<file path="config.mk">
export PLATFORM = sky130hd
export DESIGN_NAME = grid_game_ctrl
export DESIGN_NICKNAME = d
export VERILOG_FILES = /design/src/rtl/grid_game_ctrl_pkg.sv /design/src/rtl/grid_line_counter.sv /design/src/rtl/grid_game_ctrl.sv
export SDC_FILE = /design/constraint.sdc
export NUM_CORES = 1
export LEC_CHECK = 0
export ABC_AREA = 1
export CORE_MARGIN = 2
export CORE_UTILIZATION = 51
export CTS_BUF_LIST = sky130_fd_sc_hd__clkbuf_8 sky130_fd_sc_hd__clkbuf_16
export CTS_CLUSTER_DIAMETER = 80
export DETAILED_ROUTE_END_ITERATION = 8
export PLACE_DENSITY = 0.83
export SLEW_MARGIN = 5
export SYNTH_ARGS = -nofsm -noshare
export SYNTH_HDL_FRONTEND = slang
export SYNTH_SLANG_ARGS = --single-unit
</file>
<file path="constraint.sdc">
create_clock -name clk -period 3.7 [get_ports clk]
set_input_delay 0.74 -clock clk [delete_from_list [all_inputs] [get_ports clk]]
set_output_delay 0.74 -clock clk [all_outputs]
set_load 0.01 [all_outputs]
</file>
<file path="src/rtl/grid_game_ctrl_pkg.sv">
// Shared encodings for the grid game controller: game states, cell contents
// and the four scan directions used during CHECK.
package grid_game_ctrl_pkg;

  typedef enum logic [2:0] {
    START  = 3'd0,
    X_TURN = 3'd1,
    O_TURN = 3'd2,
    TIE    = 3'd3,
    X_WINS = 3'd4,
    O_WINS = 3'd5,
    CHECK  = 3'd6
  } state_t;

  typedef enum logic [1:0] {
    EMPTY  = 2'b00,
    CELL_O = 2'b01,
    CELL_X = 2'b10
  } cell_t;

  typedef enum logic [1:0] {
    DIR_H,
    DIR_V,
    DIR_D,
    DIR_A
  } dir_t;

endpackage

</file>
<file path="src/rtl/grid_line_counter.sv">
// Combinational run length through one cell along one direction: the cell
// itself plus contiguous same-symbol neighbours on both sides.
module grid_line_counter
  import grid_game_ctrl_pkg::*;
#(
  parameter int unsigned BOARD_N = 3,
  localparam int unsigned CW = $clog2(BOARD_N)
) (
  input  logic [2*BOARD_N*BOARD_N-1:0] board,
  input  dir_t                         dir,
  input  logic [CW-1:0]                row,
  input  logic [CW-1:0]                col,
  input  cell_t                        sym,
  output logic [3:0]                   count
);

  logic [1:0]  grid [BOARD_N][BOARD_N];
  logic [31:0] dr, dc, rr, cc;
  logic        fwdRun, bwdRun;

  always_comb begin
    for (int unsigned r = 0; r < BOARD_N; r++)
      for (int unsigned c = 0; c < BOARD_N; c++)
        grid[r][c] = board[2*(r*BOARD_N+c) +: 2];
  end

  // Steps are 32-bit two's complement; stepping off the board wraps to a huge
  // unsigned value, so a single "< BOARD_N" test covers both edges.
  always_comb begin
    case (dir)
      DIR_H:   begin dr = 32'd0; dc = 32'd1; end
      DIR_V:   begin dr = 32'd1; dc = 32'd0; end
      DIR_D:   begin dr = 32'd1; dc = 32'd1; end
      default: begin dr = 32'd1; dc = '1;    end
    endcase
    count  = 4'd1;
    fwdRun = 1'b1;
    bwdRun = 1'b1;
    rr     = '0;
    cc     = '0;
    for (int unsigned i = 1; i < BOARD_N; i++) begin
      rr = 32'(row) + i*dr;
      cc = 32'(col) + i*dc;
      if (fwdRun && rr < BOARD_N && cc < BOARD_N && grid[CW'(rr)][CW'(cc)] == sym)
        count = count + 4'd1;
      else
        fwdRun = 1'b0;
      rr = 32'(row) - i*dr;
      cc = 32'(col) - i*dc;
      if (bwdRun && rr < BOARD_N && cc < BOARD_N && grid[CW'(rr)][CW'(cc)] == sym)
        count = count + 4'd1;
      else
        bwdRun = 1'b0;
    end
  end

endmodule

</file>
<file path="src/rtl/grid_game_ctrl.sv">
// Two-player N-in-a-row game controller: board register, move FSM with a
// four-cycle win scan, saturating scores and a two-option button menu.
module grid_game_ctrl
  import grid_game_ctrl_pkg::*;
#(
  parameter int unsigned BOARD_N = 3,
  parameter int unsigned WIN_LEN = 3,
  parameter int unsigned SCORE_W = 7,
  localparam int unsigned CW = $clog2(BOARD_N)
) (
  input  logic                         clk,
  input  logic                         rst_n,
  input  logic                         move_valid,
  input  logic [CW-1:0]                move_row,
  input  logic [CW-1:0]                move_col,
  input  logic                         btn_left,
  input  logic                         btn_right,
  input  logic                         btn_action,
  output logic [2*BOARD_N*BOARD_N-1:0] board,
  output logic [2:0]                   state,
  output logic [SCORE_W-1:0]           x_score,
  output logic [SCORE_W-1:0]           o_score,
  output logic                         selected_option,
  output logic                         move_ack,
  output logic                         move_err
);

  localparam int unsigned CELLS = BOARD_N*BOARD_N;
  localparam int unsigned MC_W  = $clog2(CELLS+1);
  localparam logic [MC_W-1:0] FULL = MC_W'(CELLS);

  state_t               stateQ;
  dir_t                 dirQ;
  cell_t                gridQ [BOARD_N][BOARD_N];
  logic [2*CELLS-1:0]   boardFlat;
  logic [CW-1:0]        lastRow, lastCol;
  cell_t                lastSym;
  logic                 winAcc;
  logic [MC_W-1:0]      moveCnt;
  logic                 firstIsX;
  logic                 leftQ, rightQ, actionQ;
  logic [SCORE_W-1:0]   xScoreQ, oScoreQ;
  logic                 optionQ, ackQ, errQ;

  logic                 leftEdge, rightEdge, actionEdge;
  logic                 inRange, cellFree, moveState, endState;
  logic                 doWrite, doClear, liveMove;
  cell_t                mover;
  logic [3:0]           runLen;
  logic                 winNow;

  always_comb begin
    boardFlat = '0;
    for (int unsigned r = 0; r < BOARD_N; r++)
      for (int unsigned c = 0; c < BOARD_N; c++)
        boardFlat[2*(r*BOARD_N+c) +: 2] = gridQ[r][c];
  end

  always_comb begin
    leftEdge   = btn_left   & ~leftQ;
    rightEdge  = btn_right  & ~rightQ;
    actionEdge = btn_action & ~actionQ;
    inRange    = (32'(move_row) < BOARD_N) && (32'(move_col) < BOARD_N);
    cellFree   = 1'b0;
    if (inRange)
      cellFree = (gridQ[move_row][move_col] == EMPTY);
    moveState  = (stateQ == START) || (stateQ == X_TURN) || (stateQ == O_TURN);
    endState   = (stateQ == TIE) || (stateQ == X_WINS) || (stateQ == O_WINS);
    case (stateQ)
      X_TURN:  mover = CELL_X;
      O_TURN:  mover = CELL_O;
      default: mover = firstIsX ? CELL_X : CELL_O;
    endcase
    // An action edge swallows any move presented in the same cycle.
    liveMove = move_valid && !actionEdge;
    doWrite  = liveMove && moveState && inRange && cellFree;
    doClear  = (actionEdge && !optionQ) || (liveMove && endState);
    winNow   = 32'(runLen) >= WIN_LEN;
  end

  grid_line_counter #(
    .BOARD_N (BOARD_N)
  ) u_counter (
    .board (boardFlat),
    .dir   (dirQ),
    .row   (lastRow),
    .col   (lastCol),
    .sym   (lastSym),
    .count (runLen)
  );

  always_ff @(posedge clk) begin
    if (!rst_n || doClear) begin
      for (int unsigned r = 0; r < BOARD_N; r++)
        for (int unsigned c = 0; c < BOARD_N; c++)
          gridQ[r][c] <= EMPTY;
    end else if (doWrite) begin
      gridQ[move_row][move_col] <= mover;
    end
  end

  always_ff @(posedge clk) begin
    if (!rst_n) begin
      stateQ   <= START;
      dirQ     <= DIR_H;
      lastRow  <= '0;
      lastCol  <= '0;
      lastSym  <= EMPTY;
      winAcc   <= 1'b0;
      moveCnt  <= '0;
      firstIsX <= 1'b1;
      leftQ    <= 1'b0;
      rightQ   <= 1'b0;
      actionQ  <= 1'b0;
      xScoreQ  <= '0;
      oScoreQ  <= '0;
      optionQ  <= 1'b0;
      ackQ     <= 1'b0;
      errQ     <= 1'b0;
    end else begin
      leftQ   <= btn_left;
      rightQ  <= btn_right;
      actionQ <= btn_action;
      ackQ    <= 1'b0;
      errQ    <= 1'b0;
      if (leftEdge ^ rightEdge)
        optionQ <= ~optionQ;

      if (actionEdge && !optionQ) begin
        stateQ  <= START;
        dirQ    <= DIR_H;
        winAcc  <= 1'b0;
        moveCnt <= '0;
      end else begin
        case (stateQ)
          START, X_TURN, O_TURN: begin
            if (doWrite) begin
              lastRow <= move_row;
              lastCol <= move_col;
              lastSym <= mover;
              moveCnt <= moveCnt + MC_W'(1);
              dirQ    <= DIR_H;
              winAcc  <= 1'b0;
              ackQ    <= 1'b1;
              stateQ  <= CHECK;
            end else if (liveMove) begin
              errQ <= 1'b1;
            end
          end
          CHECK: begin
            if (liveMove)
              errQ <= 1'b1;
            if (dirQ == DIR_A) begin
              if (winAcc || winNow) begin
                if (lastSym == CELL_X) begin
                  stateQ <= X_WINS;
                  if (xScoreQ != '1) xScoreQ <= xScoreQ + SCORE_W'(1);
                end else begin
                  stateQ <= O_WINS;
                  if (oScoreQ != '1) oScoreQ <= oScoreQ + SCORE_W'(1);
                end
              end else if (moveCnt == FULL) begin
                stateQ <= TIE;
              end else begin
                stateQ <= (lastSym == CELL_X) ? O_TURN : X_TURN;
              end
            end else begin
              dirQ   <= dir_t'(dirQ + 2'd1);
              winAcc <= winAcc | winNow;
            end
          end
          TIE, X_WINS, O_WINS: begin
            if (liveMove) begin
              moveCnt  <= '0;
              firstIsX <= ~firstIsX;
              ackQ     <= 1'b1;
              stateQ   <= START;
            end
          end
          default: stateQ <= START;
        endcase
        // Placed last so a score-clear request beats a same-cycle win increment.
        if (actionEdge) begin
          xScoreQ <= '0;
          oScoreQ <= '0;
        end
      end
    end
  end

  assign board           = boardFlat;
  assign state           = stateQ;
  assign x_score         = xScoreQ;
  assign o_score         = oScoreQ;
  assign selected_option = optionQ;
  assign move_ack        = ackQ;
  assign move_err        = errQ;

endmodule

</file>
==> summary.md, run 1 <==
| Metric | Value |
|---|---|
| Via count | 4303 |
| DIE HEIGHT | 92.9 um |
| Io pins | 48 |
| Post-DRT Antenna Nets | 0 |
| Initial antenna violation count | 0 |
| Status | complete, but fails checks |
| Core area | 7690 sq um |
| Failing checks | negative setup slack |
| Critical Setup Path Class | register to register |
| Combinational family with the most area after synthesis | simple AND/OR/NAND/NOR gates |
| Clock latency on the worst-skew pair | 310 ps |
| Grt ovf | 0 |
| Tmin final | 3700 ps |
| Clk network pwr share | 0.180 |
| Area added between synthesis and finish | 30.7% |
| Rows | 32 |
| Pin count of the biggest net entering global routing | 20 |
| Required time of the worst setup path | 3890 ps |
| XOR/XNOR Fraction of Synth Area | 0.0196 |
| Final hold viol count | 0 |
| Gpl congestion | 0.945 |
| Die width | 92.9 um |
| Post-synth top area share | 0.184 |
| Multiplexer area fraction after synthesis | 0 |
| Drt drc | 0 |
| Final wirelength | 11600 um |
| Layout cell share with drive strength beyond 1 | 0.170 |
| Mapped Area | 4030 sq um |
| Syn Nets | 639 |
| Post-Place Cell Area | 4780 sq um |
| 1st-pass router iterations | 5 |
| Die footprint | 8630 sq um |
| Number of synthesized flops with an enable pin | 18 |
| Switch share | 0.387 |
| Top FF cell, synth | dfxtp_1 |
| Peak VDD IR | 282 uV |
| Simple-gate area share of the yosys netlist | 0.343 |
| WHS | 481 ps |
| Adder-cell share of the synthesized area | 0.112 |
| Fmax | 270 MHz |
| Clk sinks | 55 |
| PnR worst setup slack | -2.87 ps |
| Post-synthesis average cell area | 6.79 sq um |
| Crit-path max cell delay | 430 ps |
| Pleak | 2.31 nW |
| Area leader, netlist | dfxtp_1 |
| P_int | 0.00126 W |
| Post-synthesis sequential area ratio | 0.318 |
| Cts bufs inserted | 5 |
| #FFs+latches synth | 55 |
| Hold crit path type | register to register |
| Overall Global Routing Usage | 0.265 |
| Nets@finish | 722 |
| Clk_skew | 11.5 ps |
| Post-synthesis instance total | 594 |
| Design Area, Final | 5270 sq um |
| Pwr dens | 389 nW/um^2 |
| Antenna diode count | 0 |
| H-tree levels | 2 |
| Vias in the first global route | 4043 |
| Asr flop ratio synth | 0 |
| Worst Tran Pin Value | 974 ps |
| Final core utilization | 0.686 |
| First-pass GRT wire length | 18600 um |
| Synth Area in Compound Gates | 0.112 |
| Comb pwr share | 0.474 |
| Hold_buf cts | 0 |
| Fin crit share | 1.00 |
| Starting DRC count in detailed routing | 378 |
| Startpoint type of the worst setup path | register |
| Seq pwr share | 0.347 |
| Root buffer cell | clkbuf_8 |
| Starting Density | 0.524 |
| CTS tree | yes |
| WL per Instance | 14.9 um |
| Final setup violation count | 1 |
| CP Capture Type | register |
| Yosys Warn Count | 0 |
| RSZ-0062 raised after global routing | true |
| Post-detailed-route via-to-cell ratio | 5.52 |
| Worst path most repeated cell | buf_4 |
| CP top delay family | simple AND/OR/NAND/NOR gates |
| Synth top area cells | dfxtp_1, edfxtp_1, nand2_1 |
| Crit path max fanout | 4 |
| Relative slew slack | 0.334 |
| HPWL after DPL | 8380 um |
| CP Buf/Inv Count | 7 |
| Clock Pin Slew Worst Setup and Hold Paths | 100 ps |
| Arr. time, crit path | 3890 ps |
| Max-slew violations | 0 |
| Max-cap violations | 0 |
| Net load switching power | 0.000793 W |
| IO buf count | 47 |
| Slowest-stage cell, CP | fa_1 |
| Post-synth cell types | 38 |
| Max Root-Sink Buffers | 2 |
## area by class of cell
type                            instances  area (sq um)
Clock buffer                            6          93.8
Inverter                               90           345
Timing Repair Buffer                   85           763
Multi-Input combinational cell        440          2640
Tap cell                              102           128
Fill cell                             608          2420
Clock inverter                          2          11.3
Sequential cell                        55          1290
## flip-flops by register name, summed over array words and instances (netlist names)
name	flops
gridQ	18
o_score	7
x_score	7
moveCnt	4
state	3
dirQ	2
lastCol	2
lastRow	2
lastSym	2
actionQ	1
firstIsX	1
leftQ	1
move_ack	1
move_err	1
rightQ	1
selected_option	1
winAcc	1
## cell usage in the layout, fill, tap and decap left out, drive strengths merged
| master | instances |
|---|---|
| nand2 | 141 |
| clkinvlp | 1 |
| xor2 | 3 |
| nand3 | 64 |
| nor3 | 10 |
| o211ai | 1 |
| a2111oi | 1 |
| a21oi | 42 |
| fa | 2 |
| a211oi | 3 |
| o22ai | 1 |
| nor3b | 2 |
| buf | 38 |
| nand4 | 6 |
| dfxtp | 37 |
| nor2 | 81 |
| xnor2 | 6 |
| ha | 33 |
| clkbuf | 6 |
| or2 | 2 |
| o311ai | 2 |
| nor4 | 1 |
| o21ai | 31 |
| edfxtp | 18 |
| and3 | 2 |
| and2 | 1 |
| o221ai | 1 |
| o2111ai | 1 |
| inv | 91 |
| nand3b | 2 |
| clkdlybuf4s50 | 47 |
| o31ai | 1 |
## synth_stat cells (all sizes together), types with 2 or more instances
cell type  instances
nor3b              2
and3               2
a211oi             3
ha                33
dfxtp             37
a21oi             42
nand3             64
o21ai             31
inv               89
xor2               3
nand4              6
or2                2
edfxtp            18
nor2              81
fa                 2
nand3b             2
nor3              10
clkbuf             5
o311ai             2
buf                4
nand2            141
xnor2              6
## per-stage QoR
| stage | cells | TNS, ps | worst slack, ps | total power [W] |
|---|---|---|---|---|
| 2_1_floorplan | 594 | 0 | 27.6 | 0.00124 |
| 3_3_place_gp | 759 | -1270 | -101 | 0.00146 |
| 3_5_place_dp | 759 | -3880 | -297 | 0.00149 |
| 4_1_cts | 775 | -28.5 | -25.5 | 0.00194 |
| 5_1_grt | 780 | -2520 | -173 | 0.00217 |
| 6_report | 780 | -2.87 | -2.87 | 0.00205 |
## routing by layer
layer / GRT usage / up-vias / wire length [um]
met2: 0.464 / 173 / 5850
met5: 0 / - / 0
met1: 0.340 / 2011 / 4870
met3: 0.0309 / 21 / 695
met4: 0.0784 / 0 / 231
li1: - / 2098 / -
## final timing paths
kind                            depth (start not counted)               endpoint             startpoint  slack (ps)
worst max-delay path                                   25  state[2]$_SDFFE_PP0P_   dirQ[1]$_SDFFE_PP0P_          -3
worst min-delay path                                    1  firstIsX$_SDFFE_PN1P_  firstIsX$_SDFFE_PN1P_         480
worst max register to register                         25  state[2]$_SDFFE_PP0P_   dirQ[1]$_SDFFE_PP0P_          -3
worst min register to register                          1  firstIsX$_SDFFE_PN1P_  firstIsX$_SDFFE_PN1P_         480
## what timing repair did
item | in CTS | in global routing
pin swaps | 29 | 23
setup endpoints to repair | 18 | 18
setup buffers | 8 | 5
gates resized for setup | 44 | 31
## power by group through the flow
stage          Sequential [W]  Clock (W)  Combinational, W
6_report             0.000711   0.000369          0.000972
3_3_place_gp         0.000718          0          0.000740
4_1_cts              0.000708   0.000370          0.000863
3_5_place_dp         0.000719          0          0.000767
2_1_floorplan        0.000719          0          0.000516
5_1_grt              0.000715   0.000394           0.00106
## cell families (layout without fill, tap and decap cells)
kind of cell               after synthesis  count (layout)
xor gates and xnor gates                 9               9
and+or+nand+nor                        312             312
DFF                                     55              55
adders and majority gates               35              35
buffers and inverters                   99             183
AOI/OAI and AO/OA                       84              84
Power figures use the tool's default switching activity.
==> run 2, diff against run 1 <==
CTS_CLUSTER_SIZE = 24   (was unset)
MAX_ROUTING_LAYER = met4   (was unset)
==> summary.md, run 2 (synthesized netlist as in run 1, its figures left out) <==
| Metric | Value |
|---|---|
| Max Root-Sink Buffers | 2 (unchanged) |
| Grt met2 use | 0.462 (-0.00242) |
| Hold_sp | o_score[6]$_SDFFE_PN0P_ |
| Seq pwr share | 0.340 (-0.007) |
| Root buffer cell | clkbuf_8 |
| Clock Pin Slew Worst Setup and Hold Paths | 100 ps (about the same) |
| Worst reg-to-reg path cell count | 22 (-12%) |
| Final core utilization | 0.691 (+0.00521) |
| Arr. time, crit path | 3950 ps (+60 ps) |
| RSZ-0062 raised after global routing | true |
| Final Non-Filler Cells | 780 (unchanged) |
| CTS tree | yes |
| Via count | 4331 (+0.65%) |
| Final setup violation count | 12 (+11) |
| Gpl congestion | 0.963 (+1.9%) |
| Relative slew slack | 0.181 (-0.153) |
| Post-Place Cells | 759 (unchanged) |
| 1st-pass router iterations | 6 (+1) |
| Switch share | 0.382 (-0.00467) |
| Final hold viol count | 0 (unchanged) |
| Number of fill cells in the layout | 611 (+0.49%) |
| Io pins | 48 (unchanged) |
| First-pass GRT wire length | 18600 um (-0.14%) |
| Area added between synthesis and finish | 31.7% |
| Net load switching power | 0.000799 W (+0.73%) |
| WL per Instance | 15.1 um (+0.94%) |
| Max-cap violations | 0 (unchanged) |
| Failing checks | negative setup slack |
| DIE HEIGHT | 92.9 um (unchanged) |
| RR Endpoint | o_score[5]$_SDFFE_PN0P_ |
| Worst Tran Pin Value | 1200 ps (+223 ps) |
| Top Usage Layer GRT | met2 |
| Clk network pwr share | 0.197 (+0.017) |
| Clk sinks | 55 (unchanged) |
| FF/Latch Area | 1290 sq um (unchanged) |
| Clk_skew | 6.37 ps (-5.09 ps) |
| Biggest register | gridQ |
| Met3 GRT Util | 0.0277 (-0.00325) |
| CP Capture Type | register |
| Hold crit path type | register to register |
| Pin count of the biggest net entering global routing | 20 (unchanged) |
| Required time of the worst setup path | 3890 ps (about the same) |
| Peak VDD IR | 348 uV (+24%) |
| Met1 Usage GRT | 0.338 (-0.00218) |
| Status | complete, but fails checks |
| Overall Global Routing Usage | 0.272 (+0.00749) |
| IO buf count | 47 (unchanged) |
| Die width | 92.9 um (unchanged) |
| Hold Path Cell Cnt | 2 (+1) |
| Critical Setup Path Class | register to register |
| Antenna diode count | 0 (unchanged) |
| Clock latency on the worst-skew pair | 310 ps (about the same) |
| Hold_buf cts | 0 (unchanged) |
| Reg2Reg Setup Slack | -60 ps (-60 ps) |
| Total power | 0.00209 W (+2.0%) |
| HPWL after DPL | 8310 um (-0.93%) |
| Crit path max fanout | 7 (+3) |
| Drt drc | 0 (unchanged) |
| Vias in the first global route | 4119 (+1.9%) |
| Pleak | 2.31 nW (+0.21%) |
| Fmax | 266 MHz (-1.6%) |
| Setup_tns | -314 ps (-311 ps) |
| Hold EP | o_score[6]$_SDFFE_PN0P_ |
| Commonest cells after routing, fill and taps aside | nand2_1, inv_1, nor2_1 |
| Max reg flops | 18 (unchanged) |
| Post-DRT Antenna Nets | 0 (unchanged) |
| Area occupied by multi-input gates | 2660 sq um (+0.85%) |
| Comb pwr share | 0.463 (-0.011) |
| Final wirelength | 11800 um (+0.94%) |
| Max-slew violations | 0 (unchanged) |
| Pwr dens | 394 nW/um^2 (+1.2%) |
| Layout cell share with drive strength beyond 1 | 0.177 (+0.00737) |
| RR Startpoint | lastCol[1]$_SDFFE_PN0P_ |
| Initial antenna violation count | 0 (unchanged) |
| Nets@finish | 722 (unchanged) |
| Starting DRC count in detailed routing | 288 (-24%) |
| P_int | 0.00129 W (+2.7%) |
| Die footprint | 8630 sq um (unchanged) |
| Rows | 32 (unchanged) |
| Fin crit share | 1.02 (+0.0159) |
| Post-detailed-route via-to-cell ratio | 5.55 (+0.65%) |
| Cts bufs inserted | 5 (unchanged) |
| Starting Density | 0.524 (unchanged) |
| Core area | 7690 sq um (unchanged) |
| H-tree levels | 2 (unchanged) |
| Grt ovf | 0 (unchanged) |
| Startpoint type of the worst setup path | register |
| PnR worst setup slack | -61.6 ps (-58.7 ps) |
| Commonest non-fill, non-tap cell in the layout | nand2_1 |
| Tmin final | 3760 ps (+58.7 ps) |
run 2: cell types whose count changed in the layout (fill, tap and decap cells not counted), sizes merged:
cell | before | now
clkinvlp | 1 | 0
clkbuf | 6 | 5
clkinv | 0 | 1
bufinv | 0 | 1
run 2: metrics by stage:
step	worst slack (ps)	hold WS (ps)	area, sq um
finish	-61.6	486	5310
global route	-186	518	5310
CTS	-12.1	486	5120
detailed placement	-241	467	4780
global placement	-101	455	4780
floorplan	27.6	440	4030
run 2: layer usage:
layer	vias up	wire length, um	part of all wire
met3	40	796	0.068
met2	210	5900	0.50
met5	-	0	0
met4	0	388	0.033
li1	2099	-	-
met1	1982	4670	0.40
run 2: worst max-delay path, stage by stage (launching register included):
cell     delay [ps]
dfxtp_1         360
inv_1           180
ha_4            340
ha_4            120
a21oi_2          40
ha_1            290
nand4_1         100
nor3_2          120
nand3_1          80
nor2_1           90
nand3_1         100
nor2_2          150
nand2_1         120
inv_2            90
fa_2            450
or2_4           240
nand2_2          70
nand2_2          70
nand2_4         130
nand3_4         160
buf_6           210
nand3_2          50
a21oi_2          70
run 2: area by class of cell:
cell class | count | area share
well taps | 102 | 0.0240
clock buffers | 5 | 0.0130
clock inverters | 3 | 0.00895
multi-input cells | 440 | 0.501
inverters | 90 | 0.0655
flip-flops and latches | 55 | 0.243
repair buffers | 85 | 0.144
run 2: power by group through the flow:
| stage | Combinational [W] | Sequential [W] | Clock [W] |
|---|---|---|---|
| global placement | 0.000740 | 0.000718 | 0 |
| global route | 0.00106 | 0.000715 | 0.000430 |
| floorplan | 0.000516 | 0.000719 | 0 |
| detailed placement | 0.000764 | 0.000718 | 0 |
| finish | 0.000969 | 0.000711 | 0.000412 |
| CTS | 0.000865 | 0.000708 | 0.000415 |
run 2: worst max path at each step:
stage / endpoint / depth (start not counted) / from / slack (ps)
after global placement: o_score[5]$_SDFFE_PN0P_ / 22 / dirQ[1]$_SDFFE_PP0P_ / -100
after CTS: x_score[6]$_SDFFE_PN0P_ / 20 / dirQ[1]$_SDFFE_PP0P_ / -10
final: o_score[5]$_SDFFE_PN0P_ / 22 / lastCol[1]$_SDFFE_PN0P_ / -60
after floorplan: x_score[2]$_SDFFE_PN0P_ / 24 / dirQ[0]$_SDFFE_PP0P_ / 30
after detailed placement: o_score[4]$_SDFFE_PN0P_ / 21 / dirQ[1]$_SDFFE_PP0P_ / -240
after global routing: o_score[2]$_SDFFE_PN0P_ / 23 / dirQ[0]$_SDFFE_PP0P_ / -190
run 2: repair_timing:
item                       in CTS  in global routing
hold endpoints to repair        0                  0
gates resized for setup        39                 43
pin swaps                      25                 25
setup buffers                  10                  3
setup endpoints to repair      18                 18
==> patch 1: new RTL, config.mk and constraints of run 2 <==
Register the output `move_err` once more, without a reset; this adds one clock of latency there. The other outputs are not delayed to match.
--- a/src/rtl/grid_game_ctrl.sv
+++ b/src/rtl/grid_game_ctrl.sv
@@ -194,7 +194,9 @@
   assign o_score         = oScoreQ;
   assign selected_option = optionQ;
   assign move_ack        = ackQ;
-  assign move_err        = errQ;
+  always_ff @(posedge clk) begin
+    move_err <= errQ;
+  end
 
 endmodule
 
Behaviour: not the same (a bounded check fails within 4 cycles, from zero or initial values and one cycle with rst_n low).
==> patch 1 against run 2 <==
Synthesized cell count is 0.84% higher. Cell count down 0.77%. Sequential cell count increased by 1. Synthesized area up 1.9%. Wire length shrank 0.77%. Design area fell by 1.6%. Clock power is 4.9% lower. Total power decreased by 0.70%. Setup slack better by 0.063 ns. Clock skew increased by 0.0049 ns. Critical path type unchanged. Critical endpoint is now x_score[5]. Largest power group unchanged.
==> patch 1: results (changes against run 2) <==
outcome - complete, no violations
share of cells above drive strength 1 - 0.1711 (-0.005860)
sequential share of the synthesized area - 0.3167 (-0.001128)
Setup Skew - 0.01131 ns (+0.004942 ns)
XOR/XNOR share of the synthesized area - 0.02132 (+0.001762)
via count - 4310 (-0.48%)
largest net degree at the start of global routing - 17 (-15%)
Final GP Congestion - 0.9760 (+1.3%)
Detailed Route Iter0 Violations - 440 (+53%)
crit path max fanout - 8 (+1)
total track usage - 0.2664 (-0.005649)
met1 usage - 0.3446 (+0.006336)
commonest cells in the netlist - nand2_1 (133), inv_1 (81), nor2_1 (67), nand3_1 (64), a21oi_1 (44)
DP Area - 4763 µm² (-0.26%)
vias in the first global route - 4125 (+0.15%)
number of flip-flops in the largest register - 18 (unchanged)
Layout Nets - 716 (-0.83%)
Non-Filler Instances - 774 (-0.77%)
Syn Nets - 644 (+0.78%)
distinct cell type count after synthesis - 40 (+5.3%)
Post-Synth Adder-Cell Area - 0.1102 (-0.002121)
pre-CTS WS - -0.1674 ns (+0.07395 ns)
complex-gate fraction of the synthesized area - 0.1200 (+0.007623)
setup tns final - 0 ns (+0.3137 ns)
DR pass1 iterations - 5 (-1)
top cells by area, synth - dfxtp_1 (19%), edfxtp_1 (13%), nand2_1 (12%)
met3 Use GR - 0.02970 (+0.002030)
first-pass GRT wire length - 18.71 mm (+0.48%)
P_leak - 2.247 nW (-2.8%)
max incr delay on CP - 0.47 ns (+0.02 ns)
Worst VDD drop - 0.3774 mV (+8.3%)
routed length per instance - 15.07 µm (about the same)
slew of the pin with the lowest slew margin - 0.9041 ns (-0.2936 ns)
placed cells - 753 (-0.79%)
n_diodes - 0 (unchanged)
dpl hpwl - 8.590 mm (+3.4%)
Cells after Synth - 599 (+0.84%)
M2 GR Usage - 0.4482 (-0.01374)
Critical-path top delay cell - fa_1
patch 1: changes by cell type after synthesis, moves of 3 or more:
cell	delta
o21ai_1	+8
inv_2	+3
nand3_1	+4
nor2_1	-9
inv_1	-3
nand2_2	+4
nand2_1	-5
patch 1: logic make-up after synthesis:
family,count (synthesis)
and+or+nand+nor,306
DFF,56
AOI/OAI and AO/OA,92
adders and majority gates,35
xor gates and xnor gates,10
buffers and inverters,100
patch 1: path summary, 6_finish.rpt:
kind / slack, ns / endpoint / start / cells after the start
max: 0.002 / x_score[5] / dirQ[1] / 20
min reg2reg: 0.34 / move_err / errQ / 0
max reg2reg: 0.002 / x_score[5] / dirQ[1] / 20
min: 0.34 / move_err / errQ / 0
patch 1: power by group:
| group | internal (W) | total, W | switching, W |
|---|---|---|---|
| clock | 0.000199 | 0.000392 | 0.000193 |
| combinational | 0.000398 | 0.000958 | 0.000560 |
| sequential | 0.000676 | 0.000728 | 0.0000514 |
patch 1: cell type report:
| cell class | instances | area, µm² |
|---|---|---|
| multi-input cells | 443 | 2648 |
| clock buffers | 5 | 68.82 |
| inverters | 90 | 342.8 |
| flip-flops and latches | 56 | 1308 |
| clock inverters | 3 | 38.79 |
| fillers | 678 | 2542 |
| repair buffers | 75 | 691.9 |
| well taps | 102 | 127.6 |
patch 1: routing by layer:
metal | part of all wire | routed length, µm | vias up
met1 | 0.42 | 4860 | 2010
met3 | 0.062 | 718 | 24
met2 | 0.50 | 5877 | 174
met5 | 0 | 0 | -
li1 | - | - | 2102
met4 | 0.018 | 207 | 0
patch 1: repair_timing:
action / in CTS / in global routing
hold buffers: 0 / 0
cloned: 0 / 0
buffers inserted: 7 / 7
pin swaps: 14 / 22
gates resized for setup: 24 / 45
endpoints found under the setup margin: 16 / 18
==> patch 2: new RTL, settings of run 2 <==
Without the edit above. `BOARD_N` is set to 3 in 2 places; all go to 2.
--- a/src/rtl/grid_line_counter.sv
+++ b/src/rtl/grid_line_counter.sv
@@ -3,7 +3,7 @@
 module grid_line_counter
   import grid_game_ctrl_pkg::*;
 #(
-  parameter int unsigned BOARD_N = 3,
+  parameter int unsigned BOARD_N = 2,
   localparam int unsigned CW = $clog2(BOARD_N)
 ) (
   input  logic [2*BOARD_N*BOARD_N-1:0] board,
--- a/src/rtl/grid_game_ctrl.sv
+++ b/src/rtl/grid_game_ctrl.sv
@@ -3,7 +3,7 @@
 module grid_game_ctrl
   import grid_game_ctrl_pkg::*;
 #(
-  parameter int unsigned BOARD_N = 3,
+  parameter int unsigned BOARD_N = 2,
   parameter int unsigned WIN_LEN = 3,
   parameter int unsigned SCORE_W = 7,
   localparam int unsigned CW = $clog2(BOARD_N)
Interface: changed (resized board, move_col and move_row); port bits go from 48 to 36. No check against the original RTL was run, so the function may have changed too.
==> patch 2 against run 2 <==
Sequential cell count shrank 13. Design area shrank 44%. Critical path depth shrank 13. Setup slack gained 1.1 ns. Sequential power shrank 25%. Total power shrank 45%. Wire length shrank 55%. Synthesized area shrank 39%.
==> patch 2: results (changes against run 2) <==
max incr delay on CP - 0.55 ns (+0.10 ns)
Setup Skew - 0.008694 ns (+0.002327 ns)
outcome - complete, no violations
distinct cell type count after synthesis - 30 (-21%)
crit path max fanout - 9 (+2)
Syn Nets - 391 (-39%)
clock-pin slew on the worst setup and hold paths - 0.08 ns (-0.02 ns)
Critical-path top delay cell - clkdlybuf4s50_1
final wirelength - 5.330 mm (-55%)
r2r endpoint - x_score[6]
worst r2r src - dirQ[0]
hold_sp - moveCnt[1]
Port Buf Inserts - 35 (-26%)
CTS resizes - 0 (-100%)
Final GP Congestion - 0.8729 (-9.4%)
max-slew headroom at the worst pin - 0.6411 (+0.4602)
setup bufs post-CTS - 0 (-10)
DR pass1 iterations - 4 (-2)
Max clock buf depth - 2 (unchanged)
largest net degree at the start of global routing - 23 (+15%)
hold path depth - 2 (unchanged)
Worst VDD drop - 0.2659 mV (-24%)
number of flip-flops in the largest register - 8 (-10)
Post-synth EDFFs - 8 (-10)
top cells by area, synth - dfxtp_1 (28%), nand2_1 (13%), edfxtp_1 (9.7%)
commonest cells in the netlist - nand2_1 (88), nor2_1 (63), inv_1 (58), dfxtp_1 (34), a21oi_1 (24)
Reg2Reg Depth - 17 (-23%)
Worst EP arrival - 2.65 ns (-1.30 ns)
sequential share of the synthesized area - 0.3723 (+0.05447)
reg2reg setup slack - 1.26 ns (+1.32 ns)
P_leak - 1.394 nW (-40%)
share of cells above drive strength 1 - 0.06098 (-0.1160)
hold slack - 0.4882 ns (+0.002564 ns)
Layout Nets - 429 (-41%)
vias in the first global route - 2179 (-47%)
Detailed Route Iter0 Violations - 83 (-71%)
Hold Path End - moveCnt[1]
Skew-Pair Late Insertion Delay - 0.29 ns (-0.02 ns)
first-pass GRT wire length - 9.266 mm (-50%)
dpl hpwl - 4.055 mm (-51%)
share of flip-flops with an asynchronous set or reset - 0 (unchanged)
fill count - 414 (-32%)
Top delay family on crit path - buffers and inverters
total track usage - 0.2209 (-0.05115)
CTS H-tree depth - 2 (unchanged)
DP Area - 2867 µm² (-40%)
Vias per Instance - 5.084 (-8.4%)
-- patch 2: kinds of logic after synthesis --
logic type | after synthesis | synth area share
compound gates | 53 | 0.1148
xor+xnor | 2 | 0.007083
fa+ha+maj | 12 | 0.06070
buf+inv | 67 | 0.1093
flops | 42 | 0.3723
simple gates | 195 | 0.3359
-- patch 2: final cells by class --
| type | instances | area, µm² | area share |
|---|---|---|---|
| clock buffer | 5 | 68.82 | 0.02315 |
| multi-input combinational | 262 | 1282 | 0.4314 |
| sequential | 42 | 920.9 | 0.3098 |
| timing repair buffer | 37 | 365.4 | 0.1229 |
| tap | 54 | 67.56 | 0.02273 |
| clock inverter | 3 | 37.54 | 0.01263 |
| inverter | 61 | 230.2 | 0.07744 |
-- patch 2: stage by stage --
| step | setup slack (ns) | std cells |
|---|---|---|
| floorplan | 1.608 | 371 |
| global placement | 0.8580 | 456 |
| detailed placement | 0.7634 | 456 |
| CTS | 1.071 | 464 |
| global route | 0.8793 | 464 |
| finish | 1.017 | 464 |
-- patch 2: power breakdown --
part           total (W)  internal (W)  leakage [nW]  switching [W]
logic           0.000272      0.000110         0.974       0.000163
registers       0.000530      0.000498         0.363      0.0000320
clock network   0.000351      0.000197        0.0570       0.000155
-- patch 2: per-layer routing --
metal  vias up  track usage  routed length, µm
met2        46       0.3581               2455
li1       1242            -                  -
met1      1066       0.2860               2573
met3         5      0.02743                243
met5         -            -                  0
met4         0      0.07273                 58
-- patch 2: tightest hold or removal path: stages (launching register included) --
cell	delay [ns]
dfxtp_1	0.33
nand2_1	0.06
a21oi_1	0.05
-- patch 2: worst max-delay path by stage --
stage          startpoint  cells after the start           to  slack [ns]
4_1_cts          move_row                      9  gridQ[1][1]        1.07
3_3_place_gp   btn_action                     10  gridQ[0][2]        0.86
5_1_grt        btn_action                     11  gridQ[0][0]        0.88
3_5_place_dp     move_row                      9  gridQ[1][1]        0.76
2_1_floorplan  btn_action                     10  gridQ[0][0]        1.61
6_report         move_row                      9  gridQ[1][1]        1.02
